--- src/rtl/alu_issue_unit_if.sv ---
// Bundle of the instruction handshake, ALU operand/result bus, flags and debug read port.
// master = instruction source / ALU / debug side, slave = alu_issue_unit.
interface alu_issue_unit_if #(parameter int WIDTH = 16);
  logic             in_valid;
  logic             in_ready;
  logic [15:0]      in_instr;
  logic [WIDTH-1:0] alu_a;
  logic [WIDTH-1:0] alu_b;
  logic [3:0]       alu_opcode;
  logic [3:0]       alu_shift;
  logic             alu_execute;
  logic [WIDTH-1:0] alu_result;
  logic [3:0]       alu_flags;
  logic [3:0]       flags;
  logic             done;
  logic [3:0]       dbg_addr;
  logic [WIDTH-1:0] dbg_rdata;

  modport master (
    output in_valid, in_instr, alu_result, alu_flags, dbg_addr,
    input  in_ready, alu_a, alu_b, alu_opcode, alu_shift, alu_execute, flags, done, dbg_rdata
  );

  modport slave (
    input  in_valid, in_instr, alu_result, alu_flags, dbg_addr,
    output in_ready, alu_a, alu_b, alu_opcode, alu_shift, alu_execute, flags, done, dbg_rdata
  );
endinterface

--- src/rtl/alu_issue_unit.sv ---
// Operand fetch, issue to the external ALU and writeback into a 16-entry register file.
// state | meaning
// IDLE  | in_ready high; accept instruction, read rs/rt
// EXEC  | alu_execute high; capture ALU result and flags
// WB    | done high; write rd (unless CMP or r0), update flags
module alu_issue_unit #(
  parameter int         WIDTH  = 16,
  parameter logic [3:0] SUB_OP = 4'd1,
  parameter logic [3:0] CMP_OP = 4'd15
) (
  input  logic             clk,
  input  logic             rst_n,
  alu_issue_unit_if.slave  bus
);

  typedef enum logic [1:0] {IDLE, EXEC, WB} state_t;

  state_t           state_q;
  logic [WIDTH-1:0] rf_q [16];
  logic [WIDTH-1:0] alu_a_q, alu_b_q, res_q;
  logic [3:0]       alu_opcode_q, alu_shift_q, rd_q, flg_q, flags_q;
  logic             cmp_q;

  logic [3:0]       op_d, rs_d, rt_d;
  logic             cmp_d;

  assign op_d  = bus.in_instr[15:12];
  assign rs_d  = bus.in_instr[7:4];
  assign rt_d  = bus.in_instr[3:0];
  assign cmp_d = (op_d == CMP_OP);

  always_ff @(posedge clk or negedge rst_n) begin
    if (!rst_n) begin
      state_q      <= IDLE;
      alu_a_q      <= '0;
      alu_b_q      <= '0;
      alu_opcode_q <= '0;
      alu_shift_q  <= '0;
      rd_q         <= '0;
      cmp_q        <= 1'b0;
      res_q        <= '0;
      flg_q        <= '0;
      flags_q      <= '0;
      for (int i = 0; i < 16; i++) rf_q[i] <= '0;
    end else begin
      case (state_q)
        IDLE: begin
          if (bus.in_valid) begin
            alu_a_q      <= rf_q[rs_d];
            alu_b_q      <= rf_q[rt_d];
            alu_shift_q  <= rt_d;
            rd_q         <= bus.in_instr[11:8];
            cmp_q        <= cmp_d;
            alu_opcode_q <= cmp_d ? SUB_OP : op_d;
            state_q      <= EXEC;
          end
        end
        EXEC: begin
          res_q   <= bus.alu_result;
          flg_q   <= bus.alu_flags;
          state_q <= WB;
        end
        WB: begin
          // r0 is never written, so it stays at its reset value of zero
          if (!cmp_q && rd_q != 4'd0) rf_q[rd_q] <= res_q;
          flags_q <= flg_q;
          state_q <= IDLE;
        end
        default: state_q <= IDLE;
      endcase
    end
  end

  assign bus.in_ready    = (state_q == IDLE);
  assign bus.alu_execute = (state_q == EXEC);
  assign bus.done        = (state_q == WB);
  assign bus.alu_a       = alu_a_q;
  assign bus.alu_b       = alu_b_q;
  assign bus.alu_opcode  = alu_opcode_q;
  assign bus.alu_shift   = alu_shift_q;
  assign bus.flags       = flags_q;
  assign bus.dbg_rdata   = (bus.dbg_addr == 4'd0) ? '0 : rf_q[bus.dbg_addr];

endmodule

--- src/flat_wrapper.sv ---
// flat-port wrapper written by rule: the top's interface ports become plain ports
module alu_issue_unit_flat 
#(
  parameter int         WIDTH  = 16,
  parameter logic [3:0] SUB_OP = 4'd1,
  parameter logic [3:0] CMP_OP = 4'd15
)
  (clk, rst_n, bus_in_valid, bus_in_instr, bus_alu_result, bus_alu_flags, bus_dbg_addr, bus_in_ready, bus_alu_a, bus_alu_b, bus_alu_opcode, bus_alu_shift, bus_alu_execute, bus_flags, bus_done, bus_dbg_rdata);
  alu_issue_unit_if #(.WIDTH(WIDTH)) bus_i ();
  input  logic clk;
  input  logic rst_n;
  input wire logic [$bits(bus_i.in_valid)-1:0] bus_in_valid;
  input wire logic [$bits(bus_i.in_instr)-1:0] bus_in_instr;
  input wire logic [$bits(bus_i.alu_result)-1:0] bus_alu_result;
  input wire logic [$bits(bus_i.alu_flags)-1:0] bus_alu_flags;
  input wire logic [$bits(bus_i.dbg_addr)-1:0] bus_dbg_addr;
  output wire logic [$bits(bus_i.in_ready)-1:0] bus_in_ready;
  output wire logic [$bits(bus_i.alu_a)-1:0] bus_alu_a;
  output wire logic [$bits(bus_i.alu_b)-1:0] bus_alu_b;
  output wire logic [$bits(bus_i.alu_opcode)-1:0] bus_alu_opcode;
  output wire logic [$bits(bus_i.alu_shift)-1:0] bus_alu_shift;
  output wire logic [$bits(bus_i.alu_execute)-1:0] bus_alu_execute;
  output wire logic [$bits(bus_i.flags)-1:0] bus_flags;
  output wire logic [$bits(bus_i.done)-1:0] bus_done;
  output wire logic [$bits(bus_i.dbg_rdata)-1:0] bus_dbg_rdata;
  assign bus_i.in_valid = bus_in_valid;
  assign bus_i.in_instr = bus_in_instr;
  assign bus_i.alu_result = bus_alu_result;
  assign bus_i.alu_flags = bus_alu_flags;
  assign bus_i.dbg_addr = bus_dbg_addr;
  assign bus_in_ready = bus_i.in_ready;
  assign bus_alu_a = bus_i.alu_a;
  assign bus_alu_b = bus_i.alu_b;
  assign bus_alu_opcode = bus_i.alu_opcode;
  assign bus_alu_shift = bus_i.alu_shift;
  assign bus_alu_execute = bus_i.alu_execute;
  assign bus_flags = bus_i.flags;
  assign bus_done = bus_i.done;
  assign bus_dbg_rdata = bus_i.dbg_rdata;
  alu_issue_unit #(.WIDTH(WIDTH), .SUB_OP(SUB_OP), .CMP_OP(CMP_OP)) u_core (.clk(clk), .rst_n(rst_n), .bus(bus_i));
endmodule
--- config.mk ---
export PLATFORM = sky130hd
export DESIGN_NAME = alu_issue_unit_flat
export DESIGN_NICKNAME = d
export VERILOG_FILES = /design/src/rtl/alu_issue_unit_if.sv /design/src/rtl/alu_issue_unit.sv /design/src/flat_wrapper.sv
export SDC_FILE = /design/constraint.sdc
export NUM_CORES = 1
export LEC_CHECK = 0
export CAP_MARGIN = 25
export CELL_PAD_IN_SITES_DETAIL_PLACEMENT = 1
export CELL_PAD_IN_SITES_GLOBAL_PLACEMENT = 1
export CORE_MARGIN = 3
export CORE_UTILIZATION = 50
export CTS_CLUSTER_DIAMETER = 30
export DETAILED_ROUTE_END_ITERATION = 10
export GPL_TIMING_DRIVEN = 1
export PLACE_DENSITY_LB_ADDON = 0.1
export SYNTH_ARGS = -nofsm -noshare
export SYNTH_HDL_FRONTEND = slang
export SYNTH_SLANG_ARGS = --single-unit
--- constraint.sdc ---
create_clock -name clk -period 2.3 [get_ports clk]
set_clock_uncertainty 0.1 [all_clocks]
set_input_delay 0.345 -clock clk [delete_from_list [all_inputs] [get_ports clk]]
set_output_delay 0.345 -clock clk [all_outputs]
set_load 0.02 [all_outputs]
==> results of run 1 <==
-- worst paths after layout --
check	from	to	slack [ns]
hold / removal	bus_in_instr[2]	u_core.bus.alu_shift[2]	0.15
max in group asynchronous	rst_n	u_core.rf_q[200]	1.10
setup / recovery	u_core.rf_q[132]	bus_dbg_rdata[4]	-0.20
setup reg to reg	u_core.state_q[1]	u_core.bus.alu_a[3]	0.09
hold reg to reg	u_core.rf_q[251]	u_core.rf_q[251]	0.30
min in group asynchronous	rst_n	u_core.flg_q[1]	0.20
-- layout by cell type, fill, tap and decap left out, drive strengths merged, types with 32 or more instances in the layout --
cell type / count
a21oi: 32
nand2: 56
clkdlybuf4s50: 75
a22oi: 33
mux2: 307
mux4: 143
buf: 254
clkbuf: 98
dfrtp: 327
mux2i: 83
o21ai: 59
-- cell families after synthesis --
family,count (synthesis),share of synthesized area [%]
muxes,533,41.48
AOI/OAI and AO/OA,171,6.263
buffers and inverters,137,3.456
DFF,327,45.21
and+or+nand+nor,121,3.588
-- sequential cells by signal, summed over array words and instances (netlist names) --
name	count
u_core.rf_q	256
u_core.bus.alu_a	16
u_core.bus.alu_b	16
u_core.res_q	16
u_core.bus.alu_opcode	4
u_core.bus.alu_shift	4
u_core.bus.flags	4
u_core.flg_q	4
u_core.rd_q	4
u_core.state_q	2
u_core.cmp_q	1
-- power breakdown --
part / total, mW / internal, mW / switching (mW)
Combinational: 7.99 / 4.73 / 3.26
Sequential: 9.58 / 7.53 / 2.05
Clock: 11.4 / 7.68 / 3.76
Total: 29.0 / 19.9 / 9.06
-- worst reg2reg max path, stage by stage, from the launching register on --
cell and delay (ns):
dfrtp_1 0.47, or3b_2 0.58, nor2_1 0.21, buf_4 0.24, o21ai_0 0.22, o21ai_0 0.27
-- repair_timing --
action,CTS,global route
setup endpoints to repair,18,18
buffers inserted,57,21
pin swaps,6,8
gates resized for setup,118,19
endpoints found under the hold margin,47,0
hold buffers,2,0
-- per-layer routing --
metal	GRT usage, %	vias up	part of all wire [%]
li1	-	5565	-
met1	42.31	7318	39
met2	55.82	654	49
met3	7.230	193	6.3
met4	16.05	0	4.9
met5	0	-	0
-- stage by stage --
stage / total power, mW / hold slack (ns)
after CTS: 28.54 / 0.1314
after detailed placement: 16.28 / 0.2297
after global placement: 15.95 / 0.2258
after floorplan: 13.44 / -0.05059
final: 29.00 / 0.1463
after global routing: 30.13 / 0.1449
-- layout make-up --
type / count / area share, %
Timing Repair Buffer: 334 / 13.21
Tap cell: 461 / 2.378
Clock buffer: 98 / 9.201
Clock inverter: 47 / 2.135
Inverter: 2 / 0.04126
Sequential cell: 327 / 33.73
Multi-Input combinational cell: 825 / 39.31
==> flow_metrics.py, run 1 <==
metrics = {
    "clocking": {
        "cts_num_sinks": 327,
        "clockRootBuffer": "clkbuf_16",
        "cts_made_buffers": 81,
        "clk_pin_slew_ns": 0.05,
        "worst_skew_pair.late_latency_ns": 0.60,
        "cts_tree": "yes",
        "clockBufferDepth": 3,
        "h-tree-depth": 3,
    },
    "setup_path": {
        "cpLargestDelayFamily": "multiplexers",
        "cp.depth": 5,
        "arrival_ns": 2.06,
        "cp-start-kind": "register",
        "cp_max_fo": 4,
        "critical_path.most_common_cell": "a21oi_2",
        "max_stage_delay_ns": 0.51,
        "worst-path-buf-inv": 1,
        "path_class": "register to output port",
        "endpoint_kind": "output port",
        "cp.required_ns": 1.86,
        "slowest_stage": "mux4_2",
        "path_cells": "mux4_2 -> nand2b_4 -> a21oi_2 -> a21oi_2 -> buf_6",
        "r2r_cells": 5,
    },
    "routing": {
        "drtIter0Drc": 1048,
        "drt-total-wl_um": 65810,
        "drc": 0,
        "dr_total_vias": 13730,
        "wire_per_inst_um": 31.43,
        "routed_via_density": 6.557,
        "ant_nets": 0,
        "drt_first_pass_iters": 5,
    },
    "final_layout": {
        "fill_cells": 3176,
        "final_util_pct": 68.04,
        "final_cells": 2094,
        "multi_input_area_sq_um": 9537,
        "nets": 1614,
        "diodes": 0,
        "drive_above_1_share_pct": 55.30,
        "final_design_area_no_fill_sq_um": 24260,
        "seqCellArea_sq_um": 8183,
        "area_delta_synth_final_pct": 34.04,
    },
    "global_routing": {
        "antenna_found_initial": 0,
        "grt_pass1_vias": 15030,
        "gr-total-overflow": 0,
        "gr-usage-all-layers_pct": 33.64,
        "grt_max_degree": 57,
        "grt_pass1_wl_um": 96540,
    },
    "floorplanning": {
        "die-area_sq_um": 38520,
        "die_w_um": 196.3,
        "die_y_um": 196.3,
        "start_util_pct": 50.76,
        "core_sq_um": 35660,
        "num_io_pins": 106,
        "num_rows": 69,
    },
    "yosys": {
        "synth_edf_count": 0,
        "yosysWarningCount": 0,
        "synth_commonest_cells": "dfrtp_1 (327), mux2_2 (307), mux4_2 (143)",
        "syn_nets": 1332,
        "synth_most_common_cell": "dfrtp_1",
        "seq_area_frac_synth_pct": 45.21,
        "async_flop_share_pct": 100.0,
        "yosys-top-cells-area": "dfrtp_1 (45%), mux2_2 (19%), mux4_2 (18%), mux2i_1 (4.6%), o21ai_0 (1.5%)",
        "synthFlopType": "dfrtp_1",
        "syn_inst": 1289,
        "yosys.area.top_type": "dfrtp_1",
        "synth_area_per_cell_sq_um": 14.04,
        "syn-cell-area_sq_um": 18100,
        "netlist.area_leader.share_pct": 45.21,
        "ys_seq_elements": 327,
        "ys_types": 38,
    },
    "pwr": {
        "p_leak_nw": 11.06,
        "p_per_area_nw_per_um2": 1196,
        "vdd_ir_drop_max_mv": 0.7044,
    },
    "sta": {
        "fmax_ghz": 0.3994,
        "post-route-period-util_pct": 108.9,
        "layout_min_cycle_time_ns": 2.504,
        "slew_viol_final": 0,
        "worst_pin_slew_ns": 0.6155,
        "setup_viol": 16,
        "setup_slack_ns": -0.2039,
        "rsz0062_at_grt": "true",
        "hold_viol": 0,
        "setup_tns_ns": -2.314,
        "slew_headroom_pct": 58.97,
    },
    "placement": {
        "gp_congestion": 0.8622,
        "place_ws_ns": -0.4581,
        "dp_hpwl_um": 38440,
        "io_buffer_count": 105,
        "dp_cells": 1869,
        "place_area_sq_um": 20680,
    },
    "outcome": {
        "outcome": "complete, but fails checks",
        "violations": "negative setup slack",
    },
    "hold_path": {
        "worstHoldPathCells": 4,
        "hold_path_class": "input pin to register",
    },
    "job": {
        "maxCapViolCount": 0,
    },
}
Power figures use the tool's default switching activity.
==> run 2: changes to the inputs <==
- CAP_MARGIN: 25 -> unset
- CORE_MARGIN: 3 -> unset
- clock period: 2.3 -> 3.2 ns (I/O delays scaled with it)
==> flow_metrics.py, run 2 (synthesis results as in run 1) <==
metrics = {
    "outcome": {
        "outcome": "finished, final reports clean",
    },
    "setup_path": {
        "cp.required_ns": 2.62,
        "cp_max_fo": 4,
        "r2r-start": "u_core.state_q[0]",
        "r2r_cells": 6,
        "arrival_ns": 2.51,
        "path_class": "register to output port",
        "ff2ff_setup_slack_ns": 0.70,
        "endpoint_kind": "output port",
        "rr_endpoint": "u_core.rf_q[32]",
        "cp-start-kind": "register",
    },
    "routing": {
        "drt_first_pass_iters": 5,
        "routed_via_density": 6.654,
        "drt-total-wl_um": 60860,
        "drc": 0,
        "dr_total_vias": 13000,
        "ant_nets": 0,
        "wire_per_inst_um": 31.15,
        "drtIter0Drc": 924,
    },
    "global_routing": {
        "grt_max_degree": 71,
        "grt_pass1_vias": 14550,
        "gr-usage-all-layers_pct": 34.71,
        "antenna_found_initial": 2,
        "grt_pass1_wl_um": 93560,
        "gr-total-overflow": 0,
    },
    "final_layout": {
        "final_util_pct": 64.36,
        "final_cells": 1954,
        "largest_reg_flops": 256,
        "fill_cells": 3241,
        "regMostFlops": "u_core.rf_q",
        "drive_above_1_share_pct": 46.51,
        "area_delta_synth_final_pct": 26.48,
        "nets": 1465,
        "final_common_cell": "dfrtp_1",
        "final_cell_mix": "dfrtp_1 (327), mux2_2 (307), mux4_2 (143), clkdlybuf4s50_1 (94), clkbuf_16 (86)",
    },
    "clocking": {
        "cts_tree": "yes",
        "worst_skew_pair.late_latency_ns": 0.60,
        "clockRootBuffer": "clkbuf_16",
        "clockBufferDepth": 3,
        "ctsResizeCount": 0,
        "cts_setup_buffers": 0,
        "cts_num_sinks": 327,
        "h-tree-depth": 3,
        "hold_buffers": 1,
        "clk_pin_slew_ns": 0.05,
        "cts_made_buffers": 84,
    },
    "placement": {
        "place_ws_ns": 0.2060,
        "dp_hpwl_um": 36160,
        "dp_cells": 1796,
        "gp_congestion": 0.8261,
        "io_buffer_count": 105,
    },
    "pwr": {
        "vdd_ir_drop_max_mv": 0.6139,
        "p_leak_nw": 10.27,
        "p_per_area_nw_per_um2": 898.3,
    },
    "hold_path": {
        "worstHoldPathCells": 3,
        "hold_path_class": "input pin to register",
        "worstHoldEndpoint": "u_core.bus.alu_b[9]",
        "hp-start": "bus_in_instr[2]",
    },
    "sta": {
        "setup_tns_ns": 0,
        "post-route-period-util_pct": 96.55,
        "layout_min_cycle_time_ns": 3.090,
        "setup_viol": 0,
        "fmax_ghz": 0.3237,
        "hold_viol": 0,
        "setup_slack_ns": 0.1105,
        "slew_viol_final": 0,
        "slew_headroom_pct": 55.06,
        "worst_pin_slew_ns": 0.6740,
        "rsz0062_at_grt": "false",
    },
    "floorplanning": {
        "start_util_pct": 50.89,
        "die_w_um": 192.3,
        "die-area_sq_um": 36960,
        "die_y_um": 192.3,
        "num_rows": 69,
        "num_io_pins": 106,
        "core_sq_um": 35570,
    },
    "job": {
        "maxCapViolCount": 0,
    },
}
run 2: through the flow:
stage                     area, sq um  hold WS, ns  total power, mW
after CTS                       22890       0.2110            20.64
after global placement          19910       0.2801            11.24
final                           22890       0.2365            20.57
after detailed placement        19910       0.2867            11.52
after global routing            22890       0.2641            21.35
after floorplan                 18100      0.08441            9.662
run 2: cell type report:
class	count	area, sq um	area share (%)
Antenna cell	1	2.502	0.01093
Multi-Input combinational cell	825	9304	40.64
Clock inverter	44	609.3	2.662
Timing Repair Buffer	182	1849	8.078
Sequential cell	327	8183	35.75
Clock buffer	112	2360	10.31
Tap cell	461	576.8	2.520
Inverter	2	7.507	0.03279
run 2: power breakdown:
part           switching (mW)  internal [mW]
Sequential               1.63           5.41
Clock                    2.62           6.26
Combinational            1.87           2.78
run 2: layer usage:
layer	track usage, %	wire [um]
met2	57.01	30580
met4	15.81	2343
met1	44.59	24230
met5	0	13
met3	6.747	3691
run 2: worst max-delay path by stage:
stage | startpoint | end | slack [ns] | cells after the start
CTS | u_core.rf_q[195] | bus_dbg_rdata[3] | 0.09 | 5
detailed placement | bus_dbg_addr[0] | bus_dbg_rdata[6] | 0.21 | 7
floorplan | bus_dbg_addr[0] | bus_dbg_rdata[10] | 0.70 | 6
global placement | bus_dbg_addr[0] | bus_dbg_rdata[2] | 0.21 | 7
finish | u_core.rf_q[195] | bus_dbg_rdata[3] | 0.11 | 5
global route | u_core.rf_q[131] | bus_dbg_rdata[3] | 0.005 | 5
run 2: worst max-delay path, cell delays in order (launching register included):
cell,delay (ns)
dfrtp_1,0.43
mux2_2,0.30
a221o_1,0.31
a21oi_1,0.19
a21oi_1,0.09
clkdlybuf4s50_1,0.59
==> run 3: changes to the inputs <==
- HOLD_SLACK_MARGIN: unset -> 0.02
==> results of run 3 <==
The final DEF is identical to that of run 2; final timing and power are the same.
